File: config.mk
export PLATFORM = sky130hd
export DESIGN_NAME = station_ctrl_flat
export DESIGN_NICKNAME = d
export VERILOG_FILES = /design/src/rtl/station_pkg.sv /design/src/rtl/station_if.sv /design/src/rtl/station_watchdog.sv /design/src/rtl/station_ctrl.sv /design/src/flat_wrapper.sv
export SDC_FILE = /design/constraint.sdc
export NUM_CORES = 1
export LEC_CHECK = 0
export CORE_AREA = 2 2 90 92
export DETAILED_ROUTE_END_ITERATION = 6
export DIE_AREA = 0 0 92 94
export SLEW_MARGIN = 0
export SYNTH_ARGS = -nofsm -noshare
export SYNTH_HDL_FRONTEND = slang
export SYNTH_HIERARCHICAL = 1
export SYNTH_SLANG_ARGS = --single-unit
File: constraint.sdc
create_clock -name clk -period 4.5 [get_ports clk]
set_input_delay 0.9 -clock clk [delete_from_list [all_inputs] [get_ports clk]]
set_output_delay 0.9 -clock clk [all_outputs]
set_load 0.02 [all_outputs]
File: src/rtl/station_pkg.sv
// station_pkg: shared definitions for the station-side camera controller.
//   state_e        controller FSM states
//   Def*           default frame size, store capacity and watchdog limit
//   is_watched()   true for states supervised by the watchdog
package station_pkg;

  localparam int unsigned DefFrame    = 100;
  localparam int unsigned DefCapacity = 1000;
  localparam int unsigned DefTimeout  = 2047;

  typedef enum logic [2:0] {
    StIdle,
    StWake,
    StArm,
    StFilm,
    StRecv,
    StFlush,
    StFault
  } state_e;

  // Every state that waits on the camera is supervised; IDLE waits on the user
  // and FAULT is terminal.
  function automatic logic is_watched(input state_e s);
    return s inside {StWake, StArm, StFilm, StRecv, StFlush};
  endfunction

endpackage

File: src/rtl/station_if.sv
// station_if: command/status wires between the station controller and the camera.
//   cam_lowpower..cam_flushing  camera state flags (cam_ready = ReadyToDownload)
//   cam_forceflush              camera force-flush request
//   cam_buffdata                download byte, valid while cam_downloading=1
//   GoToStandbyOUT..FlushOUT    commands from the station to the camera
// modport master: station side (drives commands); modport slave: camera side.
interface station_if;

  logic       cam_lowpower;
  logic       cam_standby;
  logic       cam_active;
  logic       cam_ready;
  logic       cam_downloading;
  logic       cam_flushing;
  logic       cam_forceflush;
  logic [7:0] cam_buffdata;

  logic       GoToStandbyOUT;
  logic       StartFilmingOUT;
  logic       DownloadOUT;
  logic       FlushOUT;

  modport master (
    input  cam_lowpower, cam_standby, cam_active, cam_ready, cam_downloading, cam_flushing,
    input  cam_forceflush, cam_buffdata,
    output GoToStandbyOUT, StartFilmingOUT, DownloadOUT, FlushOUT
  );

  modport slave (
    output cam_lowpower, cam_standby, cam_active, cam_ready, cam_downloading, cam_flushing,
    output cam_forceflush, cam_buffdata,
    input  GoToStandbyOUT, StartFilmingOUT, DownloadOUT, FlushOUT
  );

endinterface

File: src/rtl/station_watchdog.sv
// station_watchdog: per-state cycle counter for the station controller.
//   clk, reset  system clock, synchronous active-high reset
//   clr         restart the count (asserted on every state change)
//   en          count while the controller sits in a supervised state
//   trip        the cycle now ending is the TIMEOUT-th spent in the state
module station_watchdog #(
  parameter int unsigned TIMEOUT = 2047
) (
  input  logic clk,
  input  logic reset,
  input  logic clr,
  input  logic en,
  output logic trip
);

  localparam int unsigned CW = $clog2(TIMEOUT + 1);
  // cnt_q holds the number of completed cycles in the state, so the cycle in
  // which it equals TIMEOUT-1 is the one that reaches TIMEOUT.
  localparam logic [CW-1:0] Limit = CW'(TIMEOUT - 1);

  logic [CW-1:0] cnt_q, cnt_d;

  always_comb begin
    cnt_d = cnt_q;
    if (clr) begin
      cnt_d = '0;
    end else if (en && (cnt_q != Limit)) begin
      cnt_d = cnt_q + CW'(1);
    end
  end

  always_ff @(posedge clk) begin
    if (reset) begin
      cnt_q <= '0;
    end else begin
      cnt_q <= cnt_d;
    end
  end

  assign trip = en && (cnt_q == Limit);

endmodule

File: src/rtl/station_ctrl.sv
// station_ctrl: station-side command initiator for one camera. Runs one capture
// cycle per user start, then either downloads the frame into a bounded store or
// orders the camera to flush it.
//   clk, reset        system clock, synchronous active-high reset
//   start, drain      user capture request / store clear (both honoured in IDLE)
//   cam               station_if.master: camera flags in, commands out
//   rx_valid, rx_byte captured download byte
//   store_count       bytes held in the station store (saturates at CAPACITY)
//   checksum          mod-256 sum of the bytes of the last/current download
//   busy, fault       not idle / watchdog tripped (sticky until reset)
//   last_flushed      last completed cycle ended in a flush
module station_ctrl
  import station_pkg::*;
#(
  parameter int unsigned FRAME    = DefFrame,
  parameter int unsigned CAPACITY = DefCapacity,
  parameter int unsigned TIMEOUT  = DefTimeout,
  localparam int unsigned W       = $clog2(CAPACITY + 1)
) (
  input  logic           clk,
  input  logic           reset,
  input  logic           start,
  input  logic           drain,
  station_if.master      cam,
  output logic           rx_valid,
  output logic [7:0]     rx_byte,
  output logic [W-1:0]   store_count,
  output logic [7:0]     checksum,
  output logic           busy,
  output logic           fault,
  output logic           last_flushed
);

  localparam logic [W:0]   FrameW = (W + 1)'(FRAME);
  localparam logic [W-1:0] CapW   = W'(CAPACITY);

  state_e state_q, state_d;

  logic         standby_cmd_q, standby_cmd_d;
  logic         film_cmd_q, film_cmd_d;
  logic         dl_cmd_q, dl_cmd_d;
  logic         flush_cmd_q, flush_cmd_d;
  logic         flush_pending_q, flush_pending_d;
  logic         last_flushed_q, last_flushed_d;
  logic         rx_valid_q, rx_valid_d;
  logic [7:0]   rx_byte_q, rx_byte_d;
  logic [W-1:0] store_count_q, store_count_d;
  logic [7:0]   checksum_q, checksum_d;

  logic         wd_trip;
  logic         state_change;
  logic [W:0]   fill_sum;
  logic         go_flush;
  logic         capture;

  // One extra bit so a nearly full store cannot wrap and look like free space.
  assign fill_sum = {1'b0, store_count_q} + FrameW;
  // A force-flush arriving in the same cycle as ReadyToDownload still counts.
  assign go_flush = flush_pending_q || cam.cam_forceflush || (fill_sum > {1'b0, CapW});
  assign capture  = (state_q == StRecv) && cam.cam_downloading;

  station_watchdog #(
    .TIMEOUT (TIMEOUT)
  ) u_watchdog (
    .clk   (clk),
    .reset (reset),
    .clr   (state_change),
    .en    (is_watched(state_q)),
    .trip  (wd_trip)
  );

  // Next-state logic
  always_comb begin
    state_d = state_q;
    unique case (state_q)
      StIdle:  if (start && cam.cam_lowpower) state_d = StWake;
      StWake:  if (cam.cam_standby) state_d = StArm;
      StArm:   if (cam.cam_active) state_d = StFilm;
      StFilm:  if (cam.cam_ready) state_d = go_flush ? StFlush : StRecv;
      StRecv:  if (cam.cam_lowpower) state_d = StIdle;
      StFlush: if (cam.cam_lowpower) state_d = StIdle;
      StFault: state_d = StFault;
      default: state_d = StIdle;
    endcase
    if (wd_trip) begin
      state_d = StFault;
    end
  end

  assign state_change = (state_d != state_q);

  // Registered Moore commands: each rises with the entry edge of its state.
  // Download/Flush additionally drop once the camera acknowledges, even though
  // the state is held until the camera returns to low power.
  always_comb begin
    standby_cmd_d = (state_d == StWake);
    film_cmd_d    = (state_d == StArm);
    dl_cmd_d      = (state_d == StRecv) &&
                    ((state_q != StRecv) || (dl_cmd_q && !cam.cam_downloading));
    flush_cmd_d   = (state_d == StFlush) &&
                    ((state_q != StFlush) || (flush_cmd_q && !cam.cam_flushing));
  end

  // Capture datapath and cycle bookkeeping
  always_comb begin
    store_count_d   = store_count_q;
    checksum_d      = checksum_q;
    rx_valid_d      = 1'b0;
    rx_byte_d       = rx_byte_q;
    last_flushed_d  = last_flushed_q;
    flush_pending_d = flush_pending_q;

    if ((state_q == StIdle) && drain) begin
      store_count_d = '0;
    end

    if ((state_d == StRecv) && (state_q != StRecv)) begin
      checksum_d = '0;
    end

    if (capture) begin
      rx_valid_d = 1'b1;
      rx_byte_d  = cam.cam_buffdata;
      checksum_d = checksum_q + cam.cam_buffdata;
      // Excess bytes on a full store are still delivered, just not counted.
      if (store_count_q != CapW) begin
        store_count_d = store_count_q + W'(1);
      end
    end

    if (((state_q == StArm) || (state_q == StFilm)) && cam.cam_forceflush) begin
      flush_pending_d = 1'b1;
    end
    if ((state_d == StIdle) && (state_q != StIdle)) begin
      flush_pending_d = 1'b0;
    end

    if ((state_q == StRecv) && (state_d == StIdle)) begin
      last_flushed_d = 1'b0;
    end
    if ((state_q == StFlush) && (state_d == StIdle)) begin
      last_flushed_d = 1'b1;
    end
  end

  always_ff @(posedge clk) begin
    if (reset) begin
      state_q         <= StIdle;
      standby_cmd_q   <= 1'b0;
      film_cmd_q      <= 1'b0;
      dl_cmd_q        <= 1'b0;
      flush_cmd_q     <= 1'b0;
      flush_pending_q <= 1'b0;
      last_flushed_q  <= 1'b0;
      rx_valid_q      <= 1'b0;
      rx_byte_q       <= '0;
      store_count_q   <= '0;
      checksum_q      <= '0;
    end else begin
      state_q         <= state_d;
      standby_cmd_q   <= standby_cmd_d;
      film_cmd_q      <= film_cmd_d;
      dl_cmd_q        <= dl_cmd_d;
      flush_cmd_q     <= flush_cmd_d;
      flush_pending_q <= flush_pending_d;
      last_flushed_q  <= last_flushed_d;
      rx_valid_q      <= rx_valid_d;
      rx_byte_q       <= rx_byte_d;
      store_count_q   <= store_count_d;
      checksum_q      <= checksum_d;
    end
  end

  assign cam.GoToStandbyOUT  = standby_cmd_q;
  assign cam.StartFilmingOUT = film_cmd_q;
  assign cam.DownloadOUT     = dl_cmd_q;
  assign cam.FlushOUT        = flush_cmd_q;

  assign rx_valid     = rx_valid_q;
  assign rx_byte      = rx_byte_q;
  assign store_count  = store_count_q;
  assign checksum     = checksum_q;
  assign busy         = (state_q != StIdle);
  assign fault        = (state_q == StFault);
  assign last_flushed = last_flushed_q;

endmodule

File: src/flat_wrapper.sv
// flat-port wrapper written by rule: the top's interface ports become plain ports
module station_ctrl_flat import station_pkg::*;
#(
  parameter int unsigned FRAME    = DefFrame,
  parameter int unsigned CAPACITY = DefCapacity,
  parameter int unsigned TIMEOUT  = DefTimeout,
  localparam int unsigned W       = $clog2(CAPACITY + 1)
)
  (clk, reset, start, drain, rx_valid, rx_byte, store_count, checksum, busy, fault, last_flushed, cam_cam_lowpower, cam_cam_standby, cam_cam_active, cam_cam_ready, cam_cam_downloading, cam_cam_flushing, cam_cam_forceflush, cam_cam_buffdata, cam_GoToStandbyOUT, cam_StartFilmingOUT, cam_DownloadOUT, cam_FlushOUT);
  station_if cam_i ();
  input  logic clk;
  input  logic reset;
  input  logic start;
  input  logic drain;
  output logic rx_valid;
  output logic [7:0] rx_byte;
  output logic [W-1:0] store_count;
  output logic [7:0] checksum;
  output logic busy;
  output logic fault;
  output logic last_flushed;
  input wire logic [$bits(cam_i.cam_lowpower)-1:0] cam_cam_lowpower;
  input wire logic [$bits(cam_i.cam_standby)-1:0] cam_cam_standby;
  input wire logic [$bits(cam_i.cam_active)-1:0] cam_cam_active;
  input wire logic [$bits(cam_i.cam_ready)-1:0] cam_cam_ready;
  input wire logic [$bits(cam_i.cam_downloading)-1:0] cam_cam_downloading;
  input wire logic [$bits(cam_i.cam_flushing)-1:0] cam_cam_flushing;
  input wire logic [$bits(cam_i.cam_forceflush)-1:0] cam_cam_forceflush;
  input wire logic [$bits(cam_i.cam_buffdata)-1:0] cam_cam_buffdata;
  output wire logic [$bits(cam_i.GoToStandbyOUT)-1:0] cam_GoToStandbyOUT;
  output wire logic [$bits(cam_i.StartFilmingOUT)-1:0] cam_StartFilmingOUT;
  output wire logic [$bits(cam_i.DownloadOUT)-1:0] cam_DownloadOUT;
  output wire logic [$bits(cam_i.FlushOUT)-1:0] cam_FlushOUT;
  assign cam_i.cam_lowpower = cam_cam_lowpower;
  assign cam_i.cam_standby = cam_cam_standby;
  assign cam_i.cam_active = cam_cam_active;
  assign cam_i.cam_ready = cam_cam_ready;
  assign cam_i.cam_downloading = cam_cam_downloading;
  assign cam_i.cam_flushing = cam_cam_flushing;
  assign cam_i.cam_forceflush = cam_cam_forceflush;
  assign cam_i.cam_buffdata = cam_cam_buffdata;
  assign cam_GoToStandbyOUT = cam_i.GoToStandbyOUT;
  assign cam_StartFilmingOUT = cam_i.StartFilmingOUT;
  assign cam_DownloadOUT = cam_i.DownloadOUT;
  assign cam_FlushOUT = cam_i.FlushOUT;
  station_ctrl #(.FRAME(FRAME), .CAPACITY(CAPACITY), .TIMEOUT(TIMEOUT)) u_core (.clk(clk), .reset(reset), .start(start), .drain(drain), .cam(cam_i), .rx_valid(rx_valid), .rx_byte(rx_byte), .store_count(store_count), .checksum(checksum), .busy(busy), .fault(fault), .last_flushed(last_flushed));
endmodule
# Word level (Yosys, flattened, before mapping)

Cells that the tools add are included.

Add/subtract/negate cells: 4
Multiply operators: 0
Divide/modulo/power cells: 0
Magnitude comparators: 1
Equality and inequality tests: 16
Shift-type cells: 0
Multiplexer cells: 16
Bitwise gates (word level): 0
Reductions and logical operators: 30

Operator list:

| cell                    | count |
|---|---|
| $mux W10                | 3 |
| $mux W3                 | 6 |
| $pmux W3 S6             | 1 |
| $mux W8                 | 2 |
| $eq A3 B3 Y1 const B    | 5 |
| $logic_and A1 B1 Y1     | 14 |
| $add A10 B7 Y11 const B | 1 |
| $add A11 B1 Y11 const B | 1 |
| $eq A11 B11 Y1 const B  | 1 |
| $gt A11 B10 Y1 const B  | 1 |
| $ne A11 B11 Y1 const B  | 1 |
| $add A10 B1 Y10 const B | 1 |
| $ne A10 B10 Y1 const B  | 1 |
| $eq A3 B2 Y1 const B    | 3 |
| $add A8 B8 Y8           | 1 |
| $eq A3 B1 Y1 const B    | 2 |
| $logic_not A3 Y1        | 2 |
| $ne A3 B3 Y1 const B    | 2 |
| $reduce_or A2 Y1        | 3 |
| $logic_or A1 B1 Y1      | 5 |
| $reduce_bool A5 Y1      | 1 |
| $mux W1                 | 4 |
| $reduce_bool A2 Y1      | 2 |
| $ne A3 B3 Y1            | 1 |
| other kinds (2)         | 3 |

Flip-flop bits (word level): 47
Latch bits: 0
Memory bits (writable): 0
Bits in read-only memories: 0
Input bits: 19
Word-level logic and storage cells: 79
Memories: 0

# Logic depth before layout (Yosys ltp)

Word-level depth: 11
Gate-level depth with buffers: 14

# By module

Netlist, hierarchy kept.

By module, submodules not included:

| module           | instances | cells each | area an instance (um2) | sequential area each (um2) |
|---|---|---|---|---|
| station_ctrl     | 1         | 230        | 1966.9                 | 720.7 |
| station_watchdog | 1         | 75         | 659.4                  | 220.2 |

# Least setup slack after synthesis

OpenSTA, ideal clock, no wires.

Kind: reg2reg
Start: register u_core.state_q[1]
End: register u_core.u_watchdog.cnt_q[0]
Setup time: 79 ps
Data arrival time: 2998 ps
Setup slack: 1423 ps
Cell stages (with the launch flop): 15
Buffers on the path: 2
Clock period less this slack: 3077 ps
Cells stage by stage: dfxtp_1 -> buf_2 -> buf_2 -> nor3_1 -> a21oi_1 -> inv_1 -> nor3_1 -> a31oi_1 -> o2111a_1 -> a211oi_2 -> xor2_1 -> nand4_1 -> nor4b_1 -> o21ai_0 -> o211ai_1

Cells in the longest elaborated chain, start to end: 6
Elaborated cells on any way between the ends: 20
Classes of those cells: eq/ne (7); mux (7); reduce/logical (6)

RTL lines:

| what                                 | RTL line               | text |
|---|---|---|
| from (decl)                          | station_ctrl.sv:37     | `state_e state_q, state_d;` |
| from (signal assigned)               | station_ctrl.sv:148    | `state_q <= StIdle;` |
| from (signal assigned)               | station_ctrl.sv:160    | `state_q <= state_d;` |
| $eq A3 B1 Y1 (tied with other cells) | station_pkg.sv:24      | `return s inside {StWake, StArm, StFilm, StRecv, StFlush};` |
| $reduce_bool A5 Y1 (*)               | station_pkg.sv:24      |  |
| $logic_and A1 B1 Y1 (*)              | station_watchdog.sv:40 | `assign trip = en && (cnt_q == Limit);` |
| net u_core.wd_trip                   | station_ctrl.sv:50     | `logic wd_trip;` |
| $mux W3 (*)                          | station_ctrl.sv:85     | `if (wd_trip) begin` |
| $ne A3 B3 Y1 (*)                     | station_ctrl.sv:90     | `assign state_change = (state_d != state_q);` |
| net u_core.state_change              | station_ctrl.sv:51     | `logic state_change;` |
| $reduce_or A2 Y1 (no line) (*)       | --                     |  |
| to (signal assigned)                 | station_watchdog.sv:36 | `cnt_q <= cnt_d;` |
| to (decl)                            | station_watchdog.sv:21 | `logic [CW-1:0] cnt_q, cnt_d;` |

The timed path passes the listed nets; every way through them passes the cells marked *.
A chain may end at the register's enable or synchronous reset.

# Worst setup path after layout

Same ends and word-level chain as after synthesis.

==> out/metrics.csv <==
metric,value,unit
status,finished clean,
place_inst,449,
synthDistinctLibCells,56,
crit_path_max_fanout,18,
ctsResizeCount,0,
synthesis.area,2630,µm²
postPlaceCellArea,3220,µm²
clock-sinks,47,
worstMarginPinSlew,750,ps
die_w,92,µm
hpwl,4560,µm
fin_skew,12.3,ps
cts_buffers,5,
clk_pin_slew,100,ps
finalHoldViolCount,0,
cts_tree,done,
hp-class,flip-flop to flip-flop,
slew_viol_final,0,
layout.nets,388,
clock_path_buffers,2,
final_cell_count_no_fill,457,
drtIter0Drc,108,
vias,2402,
synth.avg_cell_area,8.61,µm²
clk_latency,310,ps
yosysSeqAreaShare,35.8,%
ant_nets,0,
htree_levels,2,
async_reset_ff_share,0,%
powerDensity,242,nW/µm²
setup_violations,0,
grt_max_degree,19,
holdWs,465,ps
synth_top_family_by_area,simple AND/OR/NAND/NOR gates,
crit_path_end_kind,flip-flop,
grt_pass1_wl,10700,µm
std_cell_rows,32,
ys_ff_latch,47,
cts_root_buf,clkbuf_8,
dr.pass1.iters,4,
fp.dieH,94,µm
fmax,256,MHz
area_growth,25.8,%
num_io_pins,53,
vias_per_cell,5.26,
postCtsSetupBuffers,0,
die-area,8650,µm²
synth_compound_area_share,21.7,%
p_leak,1.15,nW
grt_setup_unrepaired,false,
n_antenna_cell,0,
netlist_instances,305,
ys.flop_type,dfxtp_1,
peakVddDrop,0.000115,V
critPathRequiredTime,4740,ps
arrival,4150,ps
gp_congestion,0.846,
initial_core_util,34.5,%
min_period,3910,ps
synth_mux_area_share,3.14,%
final_area,3300,µm²
drive_gt1_share,6.48,%
period_share,86.9,%
synth_warnings,6,
relSlewSlack,49.9,%
portBuffers,52,
synthAdderAreaFrac,7.43,%
grt-ovfl-total,0,
grt_antenna_before_repair,0,
grt_pass1_vias,2227,
crit_type,flip-flop to flip-flop,
synth-edff-count,0,
drt-total-wl,6470,µm
grtUsageTotal,15.2,%
cts_hold_buf,0,
wl_per_cell,14.2,µm
synth_nets,339,
synthXorXnorAreaFrac,3.67,%
synth-simple-area-share,23.8,%
drcViolationCount,0,
maxCapViolations,0,
fin_tns_setup,0,ps
start_kind,flip-flop,
core_area,7610,µm²
through the flow:
stage               power (mW)  setup WS (ps)  utilization (%)
detailed placement       0.553            708             42.3
global route             0.839            195             43.4
global placement         0.552            894             42.3
finish                   0.800            588             43.4
CTS                      0.810            686             43.4
floorplan                0.510           1420                -
flip-flops by register name, summed over array words and instances, names as in the netlist:
| name | flops |
|---|---|
| u_core/cam.DownloadOUT | 1 |
| u_core/cam.StartFilmingOUT | 1 |
| u_core/u_watchdog/cnt_q | 11 |
| u_core/checksum | 8 |
| u_core/store_count | 10 |
| u_core/last_flushed | 1 |
| u_core/cam.FlushOUT | 1 |
| u_core/flush_pending_q | 1 |
| u_core/rx_byte | 8 |
| u_core/cam.GoToStandbyOUT | 1 |
| u_core/state_q | 3 |
| u_core/rx_valid | 1 |
cells by family (layout without fill, tap and decap cells):
kind of cell             Yosys count  in the layout
AND/OR/NAND/NOR                  118            118
flip-flops                        47             47
multiplexers                       8              8
AO/OA/AOI/OAI                     81             81
XOR/XNOR                          11             11
buffers and inverters             25             75
adder cells (fa/ha/maj)           15             15
critical path, cell delays in order (launching register included):
cell and delay (ps):
dfxtp_1 710, nor3_1 170, a21oi_1 430, inv_1 100
nor3_1 500, a31oi_1 170, o2111a_1 180, a211oi_2 460
xor2_1 190, nand4_1 250, nor4b_1 430, o21ai_0 160
o211ai_1 100
report_power, final:
part / internal, mW / total (mW) / switching [mW]
clock network: 0.109 / 0.257 / 0.148
registers: 0.423 / 0.436 / 0.0129
logic: 0.0494 / 0.108 / 0.0583
total: 0.581 / 0.800 / 0.219
layer usage:
metal	vias to the layer above	part of all wire (%)	GRT usage, %
met5	-	0	0
met4	0	0.80	3.73
met3	4	5.7	3.69
met2	57	44	24.0
met1	1125	49	20.9
li1	1216	-	-
synth_stat cells, types with 2 or more instances:
cell / n / area share (%)
a2111oi_2: 2 / 1.1
nand2b_1: 4 / 0.95
a31oi_1: 5 / 1.2
o21ai_0: 9 / 1.7
mux2i_1: 6 / 2.3
a221oi_1: 2 / 0.67
and4b_1: 2 / 0.76
dfxtp_1: 47 / 36
a211oi_1: 2 / 0.57
a211oi_2: 2 / 0.95
nand3b_1: 2 / 0.57
nor2_1: 19 / 2.7
or3_1: 7 / 1.7
nor3_1: 10 / 1.9
xnor2_1: 5 / 1.7
a21oi_1: 28 / 5.3
a311oi_1: 4 / 1.3
buf_4: 3 / 0.86
buf_2: 3 / 0.57
o21bai_1: 2 / 0.57
xor2_1: 6 / 2.0
nor4_2: 2 / 0.95
a22o_1: 7 / 2.3
nand4_1: 3 / 0.71
inv_1: 14 / 2.0
nor2b_1: 2 / 0.48
a41oi_1: 2 / 0.67
nand2_1: 40 / 5.7
a21o_1: 5 / 1.4
o211ai_1: 3 / 0.86
clkbuf_1: 4 / 0.57
nand3_1: 6 / 1.1
ha_1: 14 / 6.7
and3_1: 5 / 1.2
and2_1: 2 / 0.48
o31ai_1: 2 / 0.57
mux2_2: 2 / 0.86
nor4b_1: 2 / 0.67
nor3b_1: 3 / 0.86
layout make-up:
class,count,area [µm²]
clock buffers,6,72.6
clock inverters,2,12.5
fillers,780,4300
inverters,14,52.6
multi-input cells,233,1570
flip-flops and latches,47,941
well taps,102,128
repair buffers,53,528
worst paths after layout:
check                          from  depth (start not counted)  slack, ps                          to
setup / recovery  u_core/state_q[1]                         12        590  u_core/u_watchdog/cnt_q[0]
hold / removal    u_core/rx_byte[5]                          2        470           u_core/rx_byte[5]
hold reg to reg   u_core/rx_byte[5]                          2        470           u_core/rx_byte[5]
setup reg to reg  u_core/state_q[1]                         12        590  u_core/u_watchdog/cnt_q[0]
layout by cell type (no fill, tap or decap), types with 4 or more instances in the layout:
master,Yosys,layout
nor3_1,10,10
nand2_1,40,40
clkdlybuf4s50_1,0,52
a21oi_1,28,28
clkbuf_8,0,5
a22o_1,7,7
nand2b_1,4,4
nand3_1,6,6
a311oi_1,4,4
a21o_1,5,5
ha_1,14,14
inv_1,14,14
or3_1,7,7
xnor2_1,5,5
and3_1,5,5
a31oi_1,5,5
o21ai_0,9,9
mux2i_1,6,6
nor2_1,19,19
xor2_1,6,6
dfxtp_1,47,47
No activity file was read; power rests on OpenSTA's default activity.
